<file path="config.mk">
export PLATFORM = sky130hd
export DESIGN_NAME = charge_timer
export DESIGN_NICKNAME = d
export VERILOG_FILES = /design/src/rtl/charge_timer.sv
export SDC_FILE = /design/constraint.sdc
export NUM_CORES = 1
export LEC_CHECK = 0
export ABC_CLOCK_PERIOD_IN_PS = 28600
export CORE_ASPECT_RATIO = 1.4
export CORE_MARGIN = 2
export CORE_UTILIZATION = 60
export DETAILED_ROUTE_END_ITERATION = 8
export GPL_ROUTABILITY_DRIVEN = 0
export GPL_TIMING_DRIVEN = 0
export PLACE_DENSITY_LB_ADDON = 0.12
export RECOVER_POWER = 25
export SYNTH_ARGS = -nofsm -noshare
export SYNTH_HDL_FRONTEND = slang
export SYNTH_SLANG_ARGS = --single-unit
</file>
<file path="constraint.sdc">
create_clock -name clk -period 28.6 [get_ports clk]
set_input_delay 5.72 -clock clk [delete_from_list [all_inputs] [get_ports clk]]
set_output_delay 5.72 -clock clk [all_outputs]
set_load 0.05 [all_outputs]
</file>
<file path="src/rtl/charge_timer.sv">
// charge_timer: coin-operated countdown timer with a saturating seconds balance,
// minutes:seconds BCD display, cancel, and a completion pulse.
// Optional feature macro: CHARGE_TIMER_PAUSE_EN enables the Pause input and PAUSED state.
module charge_timer #(
  parameter int unsigned MIN_DIGITS = 2,
  parameter int unsigned MAX_MIN    = 30,
  parameter int unsigned TICK_DIV   = 50000000
) (
  input  logic                      clk,
  input  logic                      rst_n,
  input  logic                      coin_valid_i,
  input  logic [2:0]                coin_i,
  input  logic                      pause_i,
  input  logic                      cancel_i,
  output logic [4*MIN_DIGITS+7:0]   present_time_o,
  output logic                      active_o,
  output logic                      paused_o,
  output logic                      done_o,
  output logic                      rejected_o
);

  localparam int unsigned MAX_S = MAX_MIN * 60;
  localparam int unsigned BAL_W = $clog2(MAX_S + 1);
  localparam int unsigned PRE_W = $clog2(TICK_DIV);
  localparam int unsigned PT_W  = 4 * MIN_DIGITS + 8;

  typedef enum logic [1:0] {
    ST_IDLE     = 2'd0,
    ST_CHARGING = 2'd1,
    ST_PAUSED   = 2'd2,
    ST_DONE     = 2'd3
  } state_e;

  state_e             state_q, state_d;
  logic [BAL_W-1:0]   bal_q, bal_d;
  logic [PRE_W-1:0]   presc_q, presc_d;
  logic [PT_W-1:0]    pt_q;
  logic               active_q, done_q, rej_q, rej_d;
  logic               pause_c;
  logic               tick_c;
  int unsigned        credit_c;

  // Seconds credited by each coin code; zero marks an invalid code.
  function automatic int unsigned coin_value(input logic [2:0] code);
    case (code)
      3'd1:    return 30;
      3'd2:    return 60;
      3'd3:    return 120;
      3'd4:    return 300;
      default: return 0;
    endcase
  endfunction

  // Clamp a candidate balance to the credit ceiling.
  function automatic logic [BAL_W-1:0] sat(input int unsigned v);
    return (v > MAX_S) ? BAL_W'(MAX_S) : BAL_W'(v);
  endfunction

  // Balance in seconds to {BCD minutes, seconds tens, seconds ones}.
  function automatic logic [PT_W-1:0] to_pt(input logic [BAL_W-1:0] r);
    logic [PT_W-1:0] pt;
    int unsigned     m;
    int unsigned     s;
    pt = '0;
    m  = 32'(r) / 60;
    s  = 32'(r) % 60;
    for (int i = 0; i < int'(MIN_DIGITS); i++) begin
      pt[8 + 4*i +: 4] = 4'(m % 10);
      m = m / 10;
    end
    pt[7:4] = 4'(s / 10);
    pt[3:0] = 4'(s % 10);
    return pt;
  endfunction

`ifdef CHARGE_TIMER_PAUSE_EN
  assign pause_c = pause_i;
`else
  logic pause_unused;
  assign pause_unused = pause_i;
  assign pause_c      = 1'b0;
`endif

  // State, balance and prescaler registers.
  always_ff @(posedge clk or negedge rst_n) begin
    if (!rst_n) begin
      state_q <= ST_IDLE;
      bal_q   <= '0;
      presc_q <= '0;
    end else begin
      state_q <= state_d;
      bal_q   <= bal_d;
      presc_q <= presc_d;
    end
  end

  // Next state, balance arithmetic and prescaler control.
  always_comb begin
    state_d  = state_q;
    bal_d    = bal_q;
    presc_d  = presc_q;
    tick_c   = 1'b0;
    credit_c = coin_valid_i ? coin_value(coin_i) : 0;
    rej_d    = coin_valid_i && (coin_value(coin_i) == 0);
    if (cancel_i) begin
      state_d = ST_IDLE;
      bal_d   = '0;
      presc_d = '0;
      rej_d   = 1'b0;
    end else begin
      case (state_q)
        ST_IDLE, ST_DONE: begin
          presc_d = '0;
          if (credit_c != 0) begin
            state_d = ST_CHARGING;
            bal_d   = sat(credit_c);
          end else begin
            state_d = ST_IDLE;
            bal_d   = '0;
          end
        end
        ST_CHARGING: begin
          if (pause_c) begin
            state_d = ST_PAUSED;
            bal_d   = sat(32'(bal_q) + credit_c);
          end else begin
            tick_c  = (presc_q == PRE_W'(TICK_DIV - 1));
            presc_d = tick_c ? '0 : presc_q + PRE_W'(1);
            bal_d   = sat(32'(bal_q) - 32'(tick_c) + credit_c);
            if (bal_d == '0) state_d = ST_DONE;
          end
        end
        ST_PAUSED: begin
          bal_d = sat(32'(bal_q) + credit_c);
          if (!pause_c) state_d = ST_CHARGING;
        end
        default: state_d = ST_IDLE;
      endcase
    end
  end

  // Registered outputs reflect the post-edge state and balance.
  always_ff @(posedge clk or negedge rst_n) begin
    if (!rst_n) begin
      pt_q     <= '0;
      active_q <= 1'b0;
      done_q   <= 1'b0;
      rej_q    <= 1'b0;
    end else begin
      pt_q     <= to_pt(bal_d);
      active_q <= (state_d == ST_CHARGING);
      done_q   <= (state_d == ST_DONE);
      rej_q    <= rej_d;
    end
  end

`ifdef CHARGE_TIMER_PAUSE_EN
  logic paused_q;
  // Paused indicator register.
  always_ff @(posedge clk or negedge rst_n) begin
    if (!rst_n) paused_q <= 1'b0;
    else        paused_q <= (state_d == ST_PAUSED);
  end
  assign paused_o = paused_q;
`else
  assign paused_o = 1'b0;
`endif

  assign present_time_o = pt_q;
  assign active_o       = active_q;
  assign done_o         = done_q;
  assign rejected_o     = rej_q;

endmodule
</file>
* Word level (Yosys, flattened, before mapping)
Index checks and enable logic that the tools add are counted.
** Storage, ports and cells
- Flip-flop bits (word level) :: 58
- Output and inout port bits :: 20
- Word-level logic and storage cells :: 54
** Operators by class
- Add/sub/neg operators :: 4
- Divide/modulo/power cells :: 7
- $lt $le $gt $ge :: 3
- Equal/unequal tests :: 10
- Mux-type cells :: 16
- Reduce and logical (&&, ||, !) cells :: 7
** Operators by type and width (count)
- $gt A32 B11 Y1 const B :: 3
- $mod A32 B4 Y32 const B :: 3
- $div A32 B4 Y32 const B :: 2
- $mux W11 :: 5
- $mux W26 :: 2
- $pmux W26 S2 :: 1
- $pmux W9 S4 :: 1
- $pmux W11 S3 :: 1
- $add A11 B32 Y32 :: 1
- $add A32 B32 Y32 :: 1
- $div A11 B6 Y32 const B :: 1
- $logic_not A32 Y1 :: 1
- $mod A11 B6 Y32 const B :: 1
- $mux W32 :: 1
- $reduce_bool A32 Y1 :: 1
- $add A26 B1 Y26 const B :: 1
- $eq A26 B26 Y1 const B :: 1
- $sub A11 B1 Y12 :: 1
- $logic_not A11 Y1 :: 1
- $eq A2 B2 Y1 const B :: 3
- $eq A3 B2 Y1 const B :: 2
- $pmux W2 S3 :: 1
- $eq A2 B1 Y1 const B :: 2
- $mux W2 :: 2
- other kinds (7) :: 8

* Logic depth before layout (Yosys ltp)
- Depth in word-level cells :: 11
- Depth in mapped cells :: 47
- Gate-level depth less buffers :: 45

* Worst setup path after synthesis
No wires, ideal clock.
- Path kind :: in2reg
- Start :: input coin_valid_i
- End :: register pt_q[2] (netlist: present_time_o[2])
- Setup time :: 104 ps
- Arrival time :: 14469 ps
- Data required time :: 28496 ps
- Slack :: 14028 ps
- Stages on the path :: 40
- Path through :: nor2b_1 -> nand2_1 -> nor2_1 -> ha_1 -> inv_1 -> fa_1 -> nor2b_1 -> o31ai_1 -> a21oi_1 -> a21o_1 -> nand3_1 -> ha_1 -> nor4bb_1 -> o2111ai_1 -> nor3_1 -> a21oi_1 -> nor2_1 -> clkinv_1 -> [4 not listed] -> buf_6 -> o31a_1 -> a211oi_2 -> nor3_2 -> o311a_1 -> a211o_1 -> buf_2 -> or2_4 -> xnor3_1 -> o31a_1 -> a21o_1 -> mux2_4 -> a31oi_4 -> a21oi_1 -> or2_1 -> ha_1 -> nor2b_1 -> o311ai_1
** On the way
- Word-level cells in the longest chain between the ends :: 8
- Elaborated cells on any way between the ends :: 15
- Those cells by class :: add/sub: 2; div: 2; order compare: 3; mux: 7; reduce/logical: 1
** RTL lines
- start, declared :: line 11 : input logic coin_valid_i,
- $mux W32 * :: line 103 : credit_c = coin_valid_i ? coin_value(coin_i) : 0;
- $add A11 B32 Y32, or another cell as far along :: line 134 : bal_d = sat(32'(bal_q) + credit_c);
- $gt A32 B11 Y1 / $mux W11 (equally long branches) :: line 56 : return (v > MAX_S) ? BAL_W'(MAX_S) : BAL_W'(v);
- $mux W11 (on tied branches) :: line 56, 114
- $pmux W11 S3 * :: line 111 : case (state_q)
- $mux W11 * :: line 105 : if (cancel_i) begin
- named net bal_d[10] :: line 35 : logic [BAL_W-1:0] bal_q, bal_d;
- $mod A11 B6 Y32 * :: line 66 : s = 32'(r) % 60;
- $mod A32 B4 Y32 * :: line 72 : pt[3:0] = 4'(s % 10);
- end signal, assigned :: line 150 : pt_q <= to_pt(bal_d);
- end, declared :: line 37 : logic [PT_W-1:0] pt_q;
Mark *: on every way through the listed nets, which the timed path passes. The rest lies on a longest branch.
A chain may end at the register's enable or synchronous reset.

* Final worst setup path
Same ends and word-level chain as after synthesis.

==> impl_metrics.tcl <==
set metrics [dict create \
    run_status "finished with violations" \
    violations "capacitance limit, slew limit" \
    grt_start_max_net_pins 30 \
    cts_setup_buffers 0 \
    cts_buffers 5 \
    highest_clock_rate_mhz 60.4 \
    r2r_start "presc_q[2]" \
    max_slew.worst_pin.slew_ns 1.65 \
    worst_setup_path_endpoint "present_time_o[2]" \
    setup.worst_path.end_class "flip-flop" \
    ant_nets 0 \
    dp_hpwl_um 13300 \
    r2r_cells 41 \
    critPathBufInv 5 \
    power.ir.vdd_worst_mv 0.0390 \
    cts_tree "done" \
    final-seq-area_mm2 0.00140 \
    worstPathArrival_ns 16.76 \
    cp.depth 39 \
    critical_path.max_stage_delay_ns 0.76 \
    layout-drive-gt1-share_pct 6.88 \
    report.final.hold_viol_count 0 \
    setup.worst_path.start_class "primary input" \
    timing.hold.worst.class "reg -> reg" \
    clock_latency_ns 0.30 \
    design.core.area_mm2 0.00995 \
    syn_avg_cell_area_um2 7.77 \
    detail_route.wl_per_cell_um 17.6 \
    design.die.area_mm2 0.0111 \
    cp_slowest_cell "sky130_fd_sc_hd__xnor2_1" \
    initial_core_util_pct 62.1 \
    final.setup_skew_ns 0.00755 \
    yosysWarnings 0 \
    wl_um 17000 \
    power.density_cell_area_mw_per_mm2 36.2 \
    detailedRoute.firstPassIterationCount 5 \
    crit_family "compound AO/OA/AOI/OAI gates" \
    num-nets-final 871 \
    synth_cell_types 95 \
    place_area_mm2 0.00660 \
    drcViolationCount 0 \
    dr_total_vias 6362 \
    cts_h_tree_depth 2 \
    grt_pass1_wl_um 28400 \
    finalSetupViolations 0 \
    criticalPathCategory "in -> reg" \
    path_max_fanout 10 \
    ioPinCount 28 \
    chipWidth_um 89.8 \
    power.leakage_nw 2.88 \
    synth-edff-count 0 \
    tritoncts_num_sinks 56 \
    cts_buffer_depth 2 \
    insertedDiodeCount 0 \
    cts_resized 0 \
    post_synth_instance_area_mm2 0.00618 \
    asyncSetResetFlopFracSynth_pct 100 \
    global_route.usage.total_pct 30.5 \
    ys_seq_elements 56 \
    routed_via_density 6.60 \
    critical_path.startpoint "coin_valid_i" \
    cts.reportedPaths.clkPinSlew_ns 0.08 \
    worst_path_most_repeated_cell "sky130_fd_sc_hd__ha_1" \
    buffer_ports.inserted 23 \
    timing.reg2reg.setup_slack_ns 16.37 \
    synth_sequential_area_ratio_pct 22.7 \
    required_ns 28.80 \
    post-route-period-util_pct 57.9 \
    cap_violations 2 \
    clockRootBuffer "sky130_fd_sc_hd__clkbuf_16" \
    netlist_instances 796 \
    tns_ns 0 \
    areaGrowthSynthToFinish_pct 8.94 \
    worstReg2RegEnd "present_time_o[2]" \
    worst_hold_path.num_cells 1 \
    post_cts_hold_buffer_count 0 \
    design_area_mm2 0.00674 \
    overflow 0 \
    multi_input_comb_area_mm2 0.00451 \
    final.min_clock_period_ns 16.56 \
    ys_dominant_reg_cell "sky130_fd_sc_hd__dfrtp_1" \
    grt_antenna_before_repair 0 \
    die_height_um 124 \
    filler_cell_count 862 \
    drtIter0Drc 475 \
    core.rowCount 43 \
    first_global_vias 6137 \
    relSlewSlack_pct -9.94 \
    final_max_slew_viol_count 59 \
    rsz0062_at_grt "no" \
]
## flip-flops by register name (all words and copies together), names as in the netlist
register / cells
rejected_o: 1
done_o: 1
presc_q: 26
state_q: 2
present_time_o: 15
active_o: 1
bal_q: 10
## synthesized netlist by cell type (all sizes together) (8+ instances only)
library cell | count | area share (%)
inv | 41 | 2.5
nand2b | 11 | 1.1
a211oi | 16 | 2.0
a31oi | 9 | 1.2
o21a | 11 | 1.3
ha | 33 | 6.7
mux2i | 9 | 1.5
or2 | 9 | 0.95
clkbuf | 16 | 0.97
a21oi | 49 | 4.0
a2111oi | 8 | 1.5
nand3 | 33 | 2.9
nor3 | 24 | 2.3
and2 | 12 | 1.2
a211o | 9 | 1.3
or3 | 9 | 0.91
xnor2 | 19 | 2.7
nand4 | 13 | 1.3
o21ai | 53 | 4.3
or4 | 8 | 1.0
nor4 | 11 | 1.4
a21o | 8 | 0.97
nand2 | 68 | 4.2
o211ai | 15 | 2.0
nor2 | 90 | 5.5
xor2 | 21 | 3.0
dfrtp | 56 | 23
o31ai | 12 | 1.5
buf | 8 | 0.83
## worst reg2reg max path, delay by kind of cell (launching register included)
kind            cells  cell delay [ns]
compound gates     16             4.49
buf+inv             4             1.04
flops               1             0.42
xor+xnor            2             0.97
fa+ha+maj           6             2.12
simple gates       13             3.10
## cell families (layout without fill, tap and decap cells)
logic type / after synthesis / after routing / synth area share [%]
AO/OA/AOI/OAI: 257 / 257 / 29.6
XOR/XNOR: 41 / 41 / 6.03
adder cells (fa/ha/maj): 36 / 36 / 7.51
buffers and inverters: 68 / 100 / 4.47
flip-flops: 56 / 56 / 22.7
multiplexers: 13 / 13 / 2.37
other: 1 / 2 / 0.0606
AND/OR/NAND/NOR: 324 / 324 / 27.3
## worst min path at each step
stage / slack, ns / to / start
3_5_place_dp: 0.49 / presc_q[24] / presc_q[24]
5_1_grt: 0.55 / presc_q[23] / presc_q[23]
3_3_place_gp: 0.48 / presc_q[24] / presc_q[24]
6_report: 0.50 / presc_q[24] / presc_q[24]
4_1_cts: 0.50 / presc_q[24] / presc_q[24]
2_1_floorplan: 0.46 / presc_q[24] / presc_q[24]
## per-stage QoR
| step | setup WS [ns] | util [%] | power [mW] | instances | hold slack, ns |
|---|---|---|---|---|---|
| floorplan | 14.03 | - | 0.155 | 797 | 0.458 |
| global placement | 12.34 | 66.2 | 0.177 | 955 | 0.480 |
| detailed placement | 12.06 | 66.3 | 0.179 | 956 | 0.493 |
| CTS | 12.30 | 67.9 | 0.244 | 964 | 0.504 |
| global route | 11.00 | 67.7 | 0.257 | 964 | 0.549 |
| finish | 12.04 | 67.7 | 0.244 | 964 | 0.504 |
## layer usage
| metal | vias up | share of wire, % | global-route usage (%) |
|---|---|---|---|
| li1 | 3050 | - | - |
| met1 | 3035 | 42 | 36.6 |
| met2 | 239 | 51 | 56.9 |
| met3 | 38 | 4.8 | 2.66 |
| met4 | 0 | 2.7 | 12.4 |
| met5 | - | 0 | 0 |
## report_power, final
group,total (mW),switching (mW),internal (mW)
sequential,0.0872,0.00355,0.0837
clock,0.0647,0.0314,0.0334
combinational,0.0917,0.0600,0.0318
## cell usage in the layout, fill, tap and decap left out, types with 7 or more instances in the layout
master	count
sky130_fd_sc_hd__a22oi_1	7
sky130_fd_sc_hd__a31oi_1	8
sky130_fd_sc_hd__nor2_1	88
sky130_fd_sc_hd__xnor2_1	19
sky130_fd_sc_hd__inv_1	39
sky130_fd_sc_hd__a211oi_1	15
sky130_fd_sc_hd__a21o_1	8
sky130_fd_sc_hd__ha_1	33
sky130_fd_sc_hd__xor2_1	21
sky130_fd_sc_hd__a211o_1	9
sky130_fd_sc_hd__a21oi_1	48
sky130_fd_sc_hd__nand2_1	67
sky130_fd_sc_hd__o211ai_1	14
sky130_fd_sc_hd__nand3_1	32
sky130_fd_sc_hd__clkdlybuf4s50_1	22
sky130_fd_sc_hd__or4_1	7
sky130_fd_sc_hd__mux2i_1	8
sky130_fd_sc_hd__dfrtp_1	56
sky130_fd_sc_hd__clkbuf_1	18
sky130_fd_sc_hd__or3_1	9
sky130_fd_sc_hd__o21a_1	11
sky130_fd_sc_hd__nor4_1	10
sky130_fd_sc_hd__o31ai_1	11
sky130_fd_sc_hd__nand4_1	13
sky130_fd_sc_hd__nor3_1	20
sky130_fd_sc_hd__o21ai_0	47
sky130_fd_sc_hd__nand2b_1	11
sky130_fd_sc_hd__and2_1	12
## area by class of cell
class,instances,share of cell area [%]
Tap cell,135,2.51
Clock buffer,5,1.86
Sequential cell,56,20.8
Clock inverter,3,0.409
Inverter,44,2.45
Buffer,24,1.65
Timing Repair Buffer,24,3.38
Multi-Input combinational cell,673,66.9
Note: power is estimated with default switching activity, not from simulation.
